File: config.mk
export PLATFORM = sky130hd
export DESIGN_NAME = apb_mem_bridge
export DESIGN_NICKNAME = d
export VERILOG_FILES = /design/src/rtl/apb_mem_bridge.sv
export SDC_FILE = /design/constraint.sdc
export NUM_CORES = 1
export LEC_CHECK = 0
export ABC_AREA = 0
export CAP_MARGIN = 25
export CORE_ASPECT_RATIO = 0.6
export CORE_MARGIN = 2
export CORE_UTILIZATION = 40
export DETAILED_ROUTE_END_ITERATION = 12
export HOLD_SLACK_MARGIN = 0.15
export PLACE_DENSITY = 0.82
export SLEW_MARGIN = 10
export SYNTH_ARGS = -nofsm -noshare
export SYNTH_HDL_FRONTEND = slang
export SYNTH_SLANG_ARGS = --single-unit
export TNS_END_PERCENT = 5
File: constraint.sdc
create_clock -name clk -period 1.67 [get_ports clk]
set_clock_uncertainty 0.05 [all_clocks]
set_input_delay 0.334 -clock clk [delete_from_list [all_inputs] [get_ports clk]]
set_output_delay 0.334 -clock clk [all_outputs]
set_load 0.02 [all_outputs]
File: src/rtl/apb_mem_bridge.sv
// -----------------------------------------------------------------------------
// apb_mem_bridge
// APB3 slave front-end for a 256x8 synchronous memory. Each APB transfer is
// turned into a single-cycle memory strobe. Read data is captured one clock
// after the read strobe, and pready/pslverr are returned to the APB master.
//
// Optional feature (macro APB_MEM_WPROT_EN):
//   When defined, writes to latched addresses >= WP_BASE are blocked. No strobe
//   is issued and the transfer completes with pslverr=1. When undefined, every
//   address is writable and pslverr stays 0.
//
// Parameters
//   ADDR_W   APB/memory address width
//   DATA_W   APB/memory data width
//   WP_BASE  lowest write-protected address (APB_MEM_WPROT_EN only)
//
// Ports
//   clk, rst_n          clock, asynchronous active-low reset
//   psel, penable       APB select / access phase
//   pwrite, paddr       APB direction and address
//   pwdata              APB write data
//   prdata              registered read data (holds until the next read)
//   pready, pslverr     transfer complete / transfer error
//   mem_ce              memory chip enable (one cycle per access)
//   mem_rden, mem_wren  memory read / write strobes (never both high)
//   mem_addr            memory address (latched in the setup phase)
//   mem_wr_data         memory write data (latched in the setup phase)
//   mem_rd_data         memory read data, valid the cycle after mem_rden
// -----------------------------------------------------------------------------
module apb_mem_bridge #(
  parameter int unsigned ADDR_W = 8,
  parameter int unsigned DATA_W = 8,
  parameter logic [ADDR_W-1:0] WP_BASE = ADDR_W'(8'hF0)
) (
  input  logic              clk,
  input  logic              rst_n,
  input  logic              psel,
  input  logic              penable,
  input  logic              pwrite,
  input  logic [ADDR_W-1:0] paddr,
  input  logic [DATA_W-1:0] pwdata,
  output logic [DATA_W-1:0] prdata,
  output logic              pready,
  output logic              pslverr,
  output logic              mem_ce,
  output logic              mem_rden,
  output logic              mem_wren,
  output logic [ADDR_W-1:0] mem_addr,
  output logic [DATA_W-1:0] mem_wr_data,
  input  logic [DATA_W-1:0] mem_rd_data
);

  typedef enum logic [1:0] {
    IDLE  = 2'd0,
    ISSUE = 2'd1,
    WAIT  = 2'd2,
    RESP  = 2'd3
  } state_t;

  state_t state;
  logic   is_write;   // direction latched in the setup phase
  logic   wp_block;   // latched write-protect hit for the current transfer
  logic   setup_c;    // APB setup phase seen while idle
  logic   wp_hit_c;   // setup-phase write targets a protected address

  assign setup_c = psel && !penable;

`ifdef APB_MEM_WPROT_EN
  assign wp_hit_c = pwrite && (paddr >= WP_BASE);
`else
  // Protection disabled: WP_BASE is kept only for a uniform parameter list.
  logic wp_base_unused;
  assign wp_base_unused = ^WP_BASE;
  assign wp_hit_c       = 1'b0;
`endif

  // Transfer sequencer. Strobes and pready are single-cycle pulses, so they
  // are cleared by default every cycle and set only on the entering edge.
  always_ff @(posedge clk or negedge rst_n) begin
    if (!rst_n) begin
      state       <= IDLE;
      is_write    <= 1'b0;
      wp_block    <= 1'b0;
      prdata      <= '0;
      pready      <= 1'b0;
      pslverr     <= 1'b0;
      mem_ce      <= 1'b0;
      mem_rden    <= 1'b0;
      mem_wren    <= 1'b0;
      mem_addr    <= '0;
      mem_wr_data <= '0;
    end else begin
      mem_ce   <= 1'b0;
      mem_rden <= 1'b0;
      mem_wren <= 1'b0;
      pready   <= 1'b0;
      pslverr  <= 1'b0;

      case (state)
        // Accept only a proper setup phase; psel+penable here is ignored.
        IDLE: begin
          if (setup_c) begin
            mem_addr    <= paddr;
            mem_wr_data <= pwdata;
            is_write    <= pwrite;
            wp_block    <= wp_hit_c;
            mem_ce      <= !wp_hit_c;
            mem_wren    <= pwrite && !wp_hit_c;
            mem_rden    <= !pwrite;
            state       <= ISSUE;
          end
        end

        // Strobe is on the memory pins during this cycle.
        ISSUE: begin
          if (!psel) begin
            state <= IDLE;
          end else if (is_write) begin
            pready  <= 1'b1;
            pslverr <= wp_block;
            state   <= RESP;
          end else begin
            state <= WAIT;
          end
        end

        // Memory read data is valid now; capture unless the master aborted.
        WAIT: begin
          if (!psel) begin
            state <= IDLE;
          end else begin
            prdata <= mem_rd_data;
            pready <= 1'b1;
            state  <= RESP;
          end
        end

        RESP: begin
          state <= IDLE;
        end

        default: begin
          state <= IDLE;
        end
      endcase
    end
  end

endmodule
After elaboration in Yosys (flattened, before gate mapping)
Index checks and enable logic that the tools add are counted.

Input bits: 29. Output and inout port bits: 29. Register bits: 31.

Muxes and demuxes: 15. Equality and inequality tests: 4. Reduce and logical (&&, ||, !) cells: 6.

Operators by type and width (count): 2-to-1 mux 1 bit (10); case mux 2 bit (4 select lines) (1); 2-to-1 mux 2 bit (3); equality test 2 bit, second input constant (2); AND reduction 2 bit (2); equality test 2 x 1 -> 1 bit, second input constant (1); logical NOT 1 bit (2); logical NOT 2 bit (1); != test 2 bit, second input constant (1); case mux 1 bit (2 select lines) (1); logical AND 1 bit (1).

Longest topological paths before layout
Gate-level depths: netlist (run 1).

Depth in word-level cells: 4. Depth in mapped cells: 5. Depth with buffers taken out: 5.

Worst setup path before layout (run 1)
Ideal clock, no wire load.

Path type: flip-flop to flip-flop. Start: reg state[0]. End: reg mem_addr[2]. Cell stages (with the launch flop): 6. Slack: 0.205 ns. Period minus slack after synthesis: 1.465 ns. Data arrival time: 1.290 ns. Data required time: 1.495 ns. Path buffers: 1. Cell sequence: dfrtp_1 inv_1 ha_1 nand2_4 buf_6 mux2_4.

Word-level cells in the longest chain between the ends: 2.

Ends and longest elaborated chain: from (decl) (line 60) `state_t state;`; from (signal assigned) (line 81) `state <= IDLE;`; from (signal assigned) (line 110) `state <= ISSUE;`; from (signal assigned) (line 117) `state <= IDLE;`; logical NOT 2 bit (line 99) `case (state)`; AND reduction 2 bit (no line); to (signal assigned) (line 103) `mem_addr <= paddr;`; to (decl) (line 48) `output logic [ADDR_W-1:0] mem_addr,`.

Every way passes these cells. A chain may end at the register's enable or synchronous reset.

Worst setup path after layout (run 1)
Start: reg mem_addr[7]. End: out mem_addr[7].

No word-level cell between the ends.

==> metrics.cfg, run 1 <==
[outcome]
status=finished, final reports clean

[logic_synthesis]
synthArstFlopShare=1.00
syn_avg_cell_area_sq_um=15.4
post-synth-top-area-fraction=0.614
synthCells=82
synth_edf_count=0
syn_nets=115
yosys_warnings=0
synthTopCellsByArea=dfrtp_1 (61%), mux2_2 (15%), mux2_4 (8.3%)
synth_top_area_cell=dfrtp_1
synth_most_common_cell=dfrtp_1
netlist_area_sq_mm=0.00126
synth_cell_types=19
synth_flop_cell=dfrtp_1
ys_ff_latch=31
seq_area_frac_synth=0.614
netlist_top_cells_count=dfrtp_1 (31), mux2_2 (17), mux2_4 (7)

[critical_path]
crit_path_end_kind=output pin
worstPathArrival_ps=1260
slowest_delay_ps=620
cp_max_fo=2
critPathRequiredTime_ps=1290
r2r-end=mem_addr[6]
r2r_start=state[0]
slowest_stage=clkdlybuf4s50_1
path_cells=clkdlybuf4s50_1
reg2regPathDepth=4
rrSetupSlack_ps=110
critical_path_buf_inv_count=1
worstSetupStartpointType=flop
critPathKind=reg2out
critPathTopFamily=buffers and inverters

[floorplan]
io_pins=58
core_area_sq_mm=0.00295
start_util=0.429
fp-row-count=15
die_x_um=76.6
die_area_sq_mm=0.00364
die_h_um=47.5

[grt]
track_usage=0.169
grt_pass1_vias=885
gr-total-overflow=0
antenna_found_initial=0
grt_pass1_wl_mm=4.34
grt_max_degree=32

[routing]
firstDrtPassIters=3
finalWirelength_mm=2.76
vias=891
drcViolationCount=0
wire_per_inst_um=14.5
ant_nets=0
drtIter0Drc=21
via_per_inst=4.69

[finish]
nets=181
n_antenna_cell=0
drive_gt1_frac=0.257
fillCellCount=220
stdcell_count=190
fin_util=0.678
area_growth_pct=58.1

[timing]
fmax_mhz=609
setup_viol=0
whs_ps=397
hold_viol=0
min_period_ps=1640
fin_ws_ps=27.5
fin_crit_sh=0.984
slew_violations=0
rsz0062_at_grt=no

[power_and_ir_drop]
ir_worst_vdd_mv=0.921
p_per_area_mw_per_mm2=1830
leakage_nw=0.932
fin_total_pwr_w=0.00366

[clock_tree]
clk_pin_slew_ps=60
clkSinkCount=31
clk_latency_ps=270
clockBufferDepth=2
cts_htree_levels=2
cts_root_buf=clkbuf_8
cts_tree=built
cts-buffers-inserted=5

[placed_design]
routabilityCongestion=0.811
placed_cells=183
io_buffers=56
dp_hpwl_mm=2.04
post-place-ws_ps=-189

[hold_path]
hp-class=in2async

[flow_run]
maxCapViolCount=0

## registers in the layout, summed over array words and instances (netlist names)
name and flops:
mem_wren 1, pready 1, prdata 8, mem_addr 8, is_write 1, mem_rden 1, mem_ce 1, state 2
mem_wr_data 8
## repair_timing
item / 4_1_cts / 5_1_grt
hold buffers: 0 / 0
buffers inserted: 0 / 0
setup endpoints to repair: 0 / 1
resized for setup: 0 / 1
## per-layer routing
metal  global-route usage  up-vias  part of all wire
met5                    0        -                 0
met4               0.0764        0            0.0083
met3               0.0604        3             0.082
met2                0.280       38              0.47
met1                0.209      438              0.44
li1                     -      412                 -
## final cells by class
type	count	area [sq um]	area share
Clock buffer	6	82.6	0.0413
Clock inverter	1	5.00	0.00250
Timing Repair Buffer	61	613	0.307
Multi-Input combinational cell	46	458	0.229
Sequential cell	31	776	0.388
Inverter	3	11.3	0.00564
Tap cell	42	52.6	0.0263
## report_power, final
| group | total, W | internal (W) | switching, W |
|---|---|---|---|
| clock network | 0.000574 | 0.000322 | 0.000251 |
| logic | 0.00180 | 0.000998 | 0.000798 |
| registers | 0.00129 | 0.00110 | 0.000188 |
| total | 0.00366 | 0.00242 | 0.00124 |
## kinds of logic (layout without fill, tap and decap cells)
group                      count (synthesis)  after routing  share of synthesized area
muxes                                     24             24                      0.235
DFF                                       31             31                      0.614
and+or+nand+nor                           13             13                     0.0624
buffers and inverters                      5             71                     0.0238
AOI/OAI and AO/OA                          4              4                     0.0228
other                                      1              1                    0.00297
adders and majority gates                  4              4                     0.0396
## how the worst max path moves through the flow
stage,depth (start not counted),slack [ps],start,endpoint
after floorplan,5,200,state[0],mem_addr[2]
after global placement,4,-140,penable,mem_wr_data[6]
after detailed placement,4,-190,penable,mem_wr_data[3]
after CTS,1,20,mem_addr[7],mem_addr[7]
after global routing,1,0.7,mem_addr[7],mem_addr[7]
final,1,30,mem_addr[7],mem_addr[7]
## through the flow
stage                     cell area (sq um)  setup TNS (ps)
final                                  2000               0
after global routing                   2000               0
after CTS                              2000               0
after detailed placement               1910           -2630
after global placement                 1910           -2030
after floorplan                        1260               0
## placed cells by master (no fill, tap or decap), types with 2 or more instances in the layout
master           Yosys  final
clkdlybuf4s50_1      0     55
ha_1                 4      4
nor3b_1              2      2
and3_1               2      2
nor2_1               2      2
dfrtp_1             31     31
a21o_1               2      2
mux2_2              17     17
inv_1                3      3
buf_4                1      4
nand2_1              3      3
mux2_4               7      7
clkbuf_8             0      6
Note: power is estimated with default switching activity, not from simulation.
==> inputs of run 2 (changes only) <==
- SKIP_LAST_GASP: default -> 1
==> results of run 2 <==
Same layout as run 1: the final DEF is identical, and so are final timing and power.
==> inputs of run 3 (changes only) <==
- SKIP_LAST_GASP: 1 -> default
==> results of run 3 <==
Same layout as run 1: the final DEF is identical, and so are final timing and power.
